$ cat config.mk
export PLATFORM = sky130hd
export DESIGN_NAME = dcache_ctrl
export DESIGN_NICKNAME = d
export VERILOG_FILES = /design/src/rtl/dcache_ctrl.sv
export SDC_FILE = /design/constraint.sdc
export NUM_CORES = 1
export LEC_CHECK = 0
export ABC_CLOCK_PERIOD_IN_PS = 2800
export BUFFER_PORTS_ARGS = -buffer_cell sky130_fd_sc_hd__buf_2
export CAP_MARGIN = 40
export CORE_AREA = 2 2 119 121
export DETAILED_ROUTE_END_ITERATION = 10
export DIE_AREA = 0 0 121 123
export PLACE_DENSITY = 0.49
export SETUP_SLACK_MARGIN = 0.2
export SYNTH_ARGS = -nofsm -noshare
export SYNTH_HDL_FRONTEND = slang
export SYNTH_SLANG_ARGS = --single-unit
$ cat constraint.sdc
create_clock -name CLK -period 2.8 [get_ports CLK]
set_input_delay 0.42 -clock CLK [delete_from_list [all_inputs] [get_ports CLK]]
set_output_delay 0.42 -clock CLK [all_outputs]
set_load 0.1 [all_outputs]
$ cat src/rtl/dcache_ctrl.sv
`default_nettype none
// dcache_ctrl: direct-mapped write-back data cache controller, rev 1.0
// Sequences frame-set updates for miss writeback/fill and the halt-time flush.
module dcache_ctrl #(
  parameter int DIDX_W = 3,
  parameter int DBLK_W = 1,
  parameter int DTAG_W = 32 - 2 - DBLK_W - DIDX_W
) (
  input  logic                            CLK,
  input  logic                            nRST,
  // datapath side
  input  logic                            dmemREN,
  input  logic                            dmemWEN,
  input  logic [31:0]                     dmemaddr,
  input  logic                            halt,
  output logic                            dhit,
  output logic                            flushed,
  // frame-set side
  output logic [31:0]                     cache_addr,
  input  logic                            fs_hit,
  input  logic                            fs_valid,
  input  logic                            fs_dirty,
  input  logic [DTAG_W-1:0]               fs_tag,
  input  logic [2**DBLK_W-1:0][31:0]      fs_data,
  output logic                            latch_en,
  output logic                            replace,
  output logic                            load_data,
  output logic                            set_valid,
  output logic                            clear_dirty,
  output logic                            write_tag,
  output logic [DBLK_W-1:0]               write_offset,
  output logic                            fs_wen,
  output logic [31:0]                     fs_dload,
  // memory side
  output logic                            dREN,
  output logic                            dWEN,
  output logic [31:0]                     daddr,
  output logic [31:0]                     dstore,
  input  logic                            dwait,
  input  logic [31:0]                     dload
);

  localparam int IDX_LO = 2 + DBLK_W;
  localparam int TAG_LO = IDX_LO + DIDX_W;
  localparam logic [DBLK_W-1:0] LAST_WORD = '1;
  localparam logic [DBLK_W-1:0] WCNT_ONE  = 1;
  localparam logic [DIDX_W:0]   FIDX_ONE  = 1;

  typedef enum logic [2:0] {
    IDLE      = 3'd0,
    WB        = 3'd1,
    FETCH     = 3'd2,
    FLUSH_CHK = 3'd3,
    FLUSH_WB  = 3'd4,
    DONE      = 3'd5
  } state_t;

  state_t              state;
  logic [DBLK_W-1:0]   wcnt;
  logic [DIDX_W:0]     fidx;
  logic                wb_end;

  logic                req;
  logic                miss;
  logic                hit;
  logic                flushing;
  logic                last_word;
  logic                fidx_end;
  logic [DIDX_W-1:0]   idx;

  assign req       = dmemREN | dmemWEN;
  assign hit       = req & fs_valid & fs_hit;
  assign miss      = req & ~(fs_valid & fs_hit);
  assign flushing  = (state == FLUSH_CHK) || (state == FLUSH_WB);
  assign last_word = (wcnt == LAST_WORD);
  assign fidx_end  = (fidx[DIDX_W-1:0] == '1);
  assign idx       = flushing ? fidx[DIDX_W-1:0] : dmemaddr[TAG_LO-1:IDX_LO];
  assign fs_dload  = dload;

  // During a flush the frame set is walked by fidx; otherwise it follows the request.
  assign cache_addr = flushing ? {{DTAG_W{1'b0}}, fidx[DIDX_W-1:0], {(DBLK_W+2){1'b0}}}
                               : dmemaddr;

  always_ff @(posedge CLK or negedge nRST) begin
    if (!nRST) begin
      state  <= IDLE;
      wcnt   <= '0;
      fidx   <= '0;
      wb_end <= 1'b0;
    end else begin
      case (state)
        IDLE: begin
          if (miss) begin
            state <= (fs_valid & fs_dirty) ? WB : FETCH;
            wcnt  <= '0;
          end else if (halt) begin
            state <= FLUSH_CHK;
            fidx  <= '0;
          end
        end
        WB: begin
          if (!dwait) begin
            if (last_word) begin
              state <= FETCH;
              wcnt  <= '0;
            end else begin
              wcnt <= wcnt + WCNT_ONE;
            end
          end
        end
        FETCH: begin
          if (!dwait) begin
            if (last_word) begin
              state <= IDLE;
              wcnt  <= '0;
            end else begin
              wcnt <= wcnt + WCNT_ONE;
            end
          end
        end
        FLUSH_CHK: begin
          // fidx may already be past the last frame when the final frame was written back
          if (fidx[DIDX_W]) begin
            state <= DONE;
          end else if (fs_valid & fs_dirty) begin
            state  <= FLUSH_WB;
            wcnt   <= '0;
            wb_end <= 1'b0;
          end else begin
            fidx <= fidx + FIDX_ONE;
            if (fidx_end) state <= DONE;
          end
        end
        FLUSH_WB: begin
          if (wb_end) begin
            wb_end <= 1'b0;
            fidx   <= fidx + FIDX_ONE;
            state  <= FLUSH_CHK;
          end else if (!dwait) begin
            if (last_word) begin
              wcnt   <= '0;
              wb_end <= 1'b1;
            end else begin
              wcnt <= wcnt + WCNT_ONE;
            end
          end
        end
        DONE:    state <= DONE;
        default: state <= IDLE;
      endcase
    end
  end

  always_comb begin
    dhit         = 1'b0;
    fs_wen       = 1'b0;
    flushed      = 1'b0;
    dREN         = 1'b0;
    dWEN         = 1'b0;
    daddr        = '0;
    dstore       = '0;
    latch_en     = 1'b0;
    replace      = 1'b0;
    load_data    = 1'b0;
    set_valid    = 1'b0;
    clear_dirty  = 1'b0;
    write_tag    = 1'b0;
    write_offset = '0;
    case (state)
      IDLE: begin
        dhit   = hit;
        fs_wen = hit & dmemWEN;
      end
      WB, FLUSH_WB: begin
        if (state == FLUSH_WB && wb_end) begin
          latch_en    = 1'b1;
          replace     = 1'b1;
          clear_dirty = 1'b1;
        end else begin
          dWEN   = 1'b1;
          daddr  = {fs_tag, idx, wcnt, 2'b00};
          dstore = fs_data[wcnt];
        end
      end
      FETCH: begin
        dREN         = 1'b1;
        daddr        = {dmemaddr[31:TAG_LO], idx, wcnt, 2'b00};
        latch_en     = 1'b1;
        replace      = 1'b1;
        write_offset = wcnt;
        load_data    = ~dwait;
        if (!dwait && last_word) begin
          set_valid   = 1'b1;
          write_tag   = 1'b1;
          clear_dirty = 1'b1;
        end
      end
      DONE:    flushed = 1'b1;
      default: ;
    endcase
  end

endmodule
`default_nettype wire
Yosys cells after proc, flatten, opt, wreduce, memory -nomap -nowiden

Cells that the tools add are included.

Register bits: 9
Latch bits: 0
Bits in writable memories: 0
Bits in read-only memories: 0
Bits of input ports: 163
Output and inout bits: 140
Memories kept: 0

$add $sub $neg: 2
Multiply operators: 0
Divide/modulo/power cells: 0
$lt $le $gt $ge: 1
Equal/unequal tests: 20
Shifts and indexed selects: 0
Muxes and demuxes: 50
Bitwise gates (word level): 9
Reductions and logical operators: 15

Operator list:

| operator            | number |
|---|---|
| $mux 32             | 6 |
| $pmux 32 s2         | 1 |
| $mux 3              | 11 |
| $ne 2x2->1 const B  | 11 |
| $mux 1              | 20 |
| $mux 4              | 5 |
| $pmux 3 s6          | 1 |
| $pmux 4 s3          | 1 |
| $eq 3x3->1 const B  | 3 |
| $reduce_and 7->1    | 1 |
| $and 1x1->1         | 6 |
| $eq 3x2->1 const B  | 2 |
| $pmux 1 s2          | 3 |
| $reduce_and 6->1    | 1 |
| $reduce_and 5->1    | 1 |
| $add 4x1->4 const B | 1 |
| $ne 4x3->1 const B  | 1 |
| $pmux 1 s4          | 1 |
| $reduce_and 4->1    | 1 |
| $reduce_bool 4->1   | 1 |
| $reduce_or 2->1     | 2 |
| $eq 3x1->1 const B  | 1 |
| $logic_not 3->1     | 1 |
| $ne 3x3->1 const B  | 1 |
| 12 further kinds    | 14 |

Depth between registers and ports, before layout

Depth in word-level cells: 5
Mapped depth: 7
Depth with buffers taken out: 5

Least setup slack after synthesis

Ideal clock, no wire load.

Path kind: flip-flop to output port
From: register state[0]
To: output port write_tag
Arrival: 3.418 ns
Required time: 2.380 ns
Setup slack: -1.038 ns
Cell stages (with the launch flop): 5
Cells stage by stage: dfrtp_1 buf_2 clkbuf_1 nor3_1 buf_4

Longest elaborated chain between the ends: 2

Ends and longest elaborated chain:

| item                   | line | source |
|---|---|---|
| from (decl)            | 58   | `state_t state;` |
| from (signal assigned) | 94   | `state <= (fs_valid & fs_dirty) ? WB : FETCH;` |
| $eq 3x2->1             | --   |  |
| $mux 1                 | --   |  |
| to (decl)              | 30   | `output logic write_tag,` |

No other way between the ends.

Worst setup path after layout

From: register state[2]
To: output port daddr[29]

Longest elaborated chain between the ends: 4

Ends and longest elaborated chain:

| item              | line     | source |
|---|---|---|
| $eq 3x3->1        | 169, 175 |  |
| $logic_and 1x1->1 | 175      | `if (state == FLUSH_WB && wb_end) begin` |
| $mux 32           | 175      |  |
| $pmux 32 s2 *     | 169      | `case (state)` |
| to (decl)         | 37       | `output logic [31:0] daddr,` |

Every way passes the cells marked *; elsewhere a longest branch is shown, timed or not.

==> impl_metrics.py <==
metrics = {
    "synth": {
        "synth_compound_area_share_pct": 21.5,
        "synth_edf_count": 0,
        "synth_common_cells": "40 x buf_4, 40 x nor2_1, 35 x mux2i_1",
        "syn_avg_cell_area_um2": 7.36,
        "synth_area_leaders": "mux2i_1 17%, buf_4 15%, a22o_1 11%, dfrtp_1 11%, and3_1 9.2%",
        "synth_top_area_share_pct": 17.1,
        "ys_async_sr_fraction_pct": 100,
        "netlist_area_um2": 2050,
        "synthFlopType": "dfrtp_1",
        "synth-xor-area-share_pct": 0.428,
        "ys_warn_count": 0,
        "synth_seq_area_share_pct": 11.0,
        "synthSimpleGateAreaFrac_pct": 24.8,
        "synthMuxAreaShare_pct": 20.0,
        "yosys.area_share.adder_pct": 1.22,
        "syn_inst": 278,
        "synth_top_family_by_area": "simple AND/OR/NAND/NOR gates",
        "yosys.area.top_type": "mux2i_1",
        "yosysUniqueCellTypes": 42,
        "ys_seq_elements": 9,
    },
    "worst_setup_path": {
        "cp-end-kind": "output pin",
        "required_ps": 2380,
        "r2r_cells": 6,
        "cpMaxStageDelayCell": "buf_2",
        "cp-start-kind": "register",
        "r2r_end": "state[1]",
        "max_stage_delay_ps": 420,
        "endpoint": "daddr[29]",
        "arrival_ps": 2110,
        "critPathLaunch": "state[2]",
        "crit_type": "reg -> out",
        "crit_fanout": 31,
        "r2r-start": "state[0]",
        "reg2reg_slack_ps": 720,
        "worstPathCellList": "inv_2 -> or3_1 -> a21o_1 -> inv_4 -> a22o_1 -> buf_2",
    },
    "sta": {
        "max_freq_mhz": 395,
        "drv_slew": 0,
        "finalWorstSetupSlack_ps": 266,
        "rsz0062_at_grt": "false",
        "worst_pin_slew_ps": 557,
        "tns_ps": 0,
        "period_minus_slack_ps": 2530,
        "period_share_pct": 90.5,
        "setup_viol": 0,
        "relSlewSlack_pct": 62.9,
        "hold_viol_final": 0,
        "fin_skew_ps": 4.28,
    },
    "cts": {
        "cts_tree": "done",
        "cts_sinks": 9,
        "cts_hold_buf": 0,
        "ctsLongestPathBuffers": 2,
        "cts.htree.levels": 1,
        "cts_buffers": 3,
        "clockRootBuffer": "clkbuf_16",
        "worstSkewPairLatency_ps": 240,
        "post_cts_buffers": 0,
        "path_clk_slew_ps": 40,
    },
    "placement": {
        "dp_slack_ps": 326,
        "routabilityCongestion": 0.787,
        "hpwl_mm": 8.37,
        "port_buffers": 236,
    },
    "route": {
        "avgRoutedWirePerCell_um": 15.0,
        "drtPass1Iterations": 4,
        "drc": 0,
        "viasPerCell": 4.32,
        "num_vias": 2789,
        "routed_wl_mm": 9.72,
        "ant_nets": 0,
        "drtIter0Drc": 114,
    },
    "grt": {
        "overflow": 0,
        "grt_max_degree": 36,
        "first_global_vias": 2606,
        "grtUsageTotal_pct": 11.8,
        "antenna_found_initial": 2,
        "grt_pass1_wl_mm": 13.7,
    },
    "floorplanning": {
        "die_y_um": 123,
        "start_util_pct": 15.0,
        "placement_rows": 43,
        "coreArea_um2": 13600,
        "io-pin-count": 303,
        "die_x_um": 121,
        "die-area_um2": 14900,
    },
    "final_layout": {
        "final_nets": 632,
        "diodes": 0,
        "multi_input_area_um2": 1450,
        "seqCellArea_um2": 226,
        "fillers": 1465,
        "drive_gt1_share_pct": 58.6,
        "syn2layout_area_growth_pct": 90.9,
    },
    "run_status": {
        "status": "finished, final reports clean",
    },
    "worst_hold_path": {
        "hp-class": "in -> async",
    },
    "run": {
        "cap_violations": 0,
    },
}
[final cells by class]
| cell class | count | share of cell area (%) |
|---|---|---|
| Multi-Input combinational cell | 202 | 37.1 |
| Tap cell | 180 | 5.76 |
| Sequential cell | 9 | 5.80 |
| Inverter | 7 | 0.736 |
| Clock buffer | 4 | 2.02 |
| Timing Repair Buffer | 244 | 48.6 |
[metrics by stage]
step / instance area [um^2] / hold slack, ps / std cells / util, %
after floorplan: 2100 / 124 / 279 / -
after CTS: 3830 / 47.0 / 646 / 28.2
final: 3910 / 37.8 / 646 / 28.7
after detailed placement: 3750 / 296 / 642 / 27.6
after global placement: 3750 / 294 / 642 / 27.6
after global routing: 3910 / 59.6 / 646 / 28.7
[per-layer routing]
metal	vias up	track usage, %	routed length (um)
met5	-	0	0
met4	0	2.11	139
met3	17	2.86	1000
met2	189	25.8	5480
met1	1251	10.9	3100
li1	1332	-	-
[worst max-delay path, delay by kind of cell (launching register included)]
kind | cells | cell delay [ps]
buffers and inverters | 3 | 760
AOI/OAI and AO/OA | 2 | 390
and+or+nand+nor | 1 | 370
DFF | 1 | 350
[flip-flops by register name, summed over array words and instances, names as in the netlist]
name and count:
last_word 1, state 3, fidx 4, wb_end 1
[worst min path at each step]
| stage | startpoint | endpoint | slack, ps |
|---|---|---|---|
| 2_1_floorplan | nRST | fidx[0] | 120 |
| 3_3_place_gp | nRST | fidx[1] | 290 |
| 3_5_place_dp | nRST | fidx[1] | 300 |
| 6_report | nRST | state[1] | 40 |
| 4_1_cts | nRST | state[1] | 50 |
| 5_1_grt | nRST | state[1] | 60 |
[cells by family after synthesis]
| logic type | Yosys count |
|---|---|
| buf+inv | 68 |
| simple gates | 100 |
| flops | 9 |
| mux | 39 |
| fa+ha+maj | 2 |
| xor+xnor | 1 |
| other cells | 1 |
| compound gates | 58 |
[repair_timing]
item                       4_1_cts  5_1_grt
resized for setup                1       29
hold endpoints to repair         0        0
setup endpoints to repair       30       29
[cell usage in the layout, fill, tap and decap left out, types with 2 or more instances in the layout]
| cell | netlist | layout |
|---|---|---|
| buf_2 | 4 | 168 |
| buf_12 | 0 | 39 |
| nor2_1 | 40 | 38 |
| mux2i_1 | 35 | 35 |
| and3_1 | 30 | 30 |
| clkbuf_4 | 0 | 29 |
| a22o_1 | 26 | 21 |
| nand2_1 | 9 | 9 |
| dfrtp_1 | 9 | 8 |
| buf_4 | 40 | 8 |
| a22o_2 | 0 | 5 |
| inv_1 | 5 | 5 |
| o21ai_0 | 5 | 5 |
| mux2_4 | 4 | 4 |
| o21a_2 | 0 | 4 |
| nor3_1 | 6 | 4 |
| a21oi_1 | 6 | 4 |
| o22ai_1 | 4 | 4 |
| clkbuf_16 | 0 | 3 |
| or3_1 | 2 | 2 |
| a21o_1 | 2 | 2 |
| nand2b_1 | 2 | 2 |
| nor3_2 | 0 | 2 |
| and2_2 | 0 | 2 |
| a2bb2oi_1 | 2 | 2 |
| ha_1 | 2 | 2 |
| conb_1 | 1 | 2 |
Power is left out: the tool's default activity adds up to more than one toggle a clock period on the data nets, which glitch-free logic cannot reach.
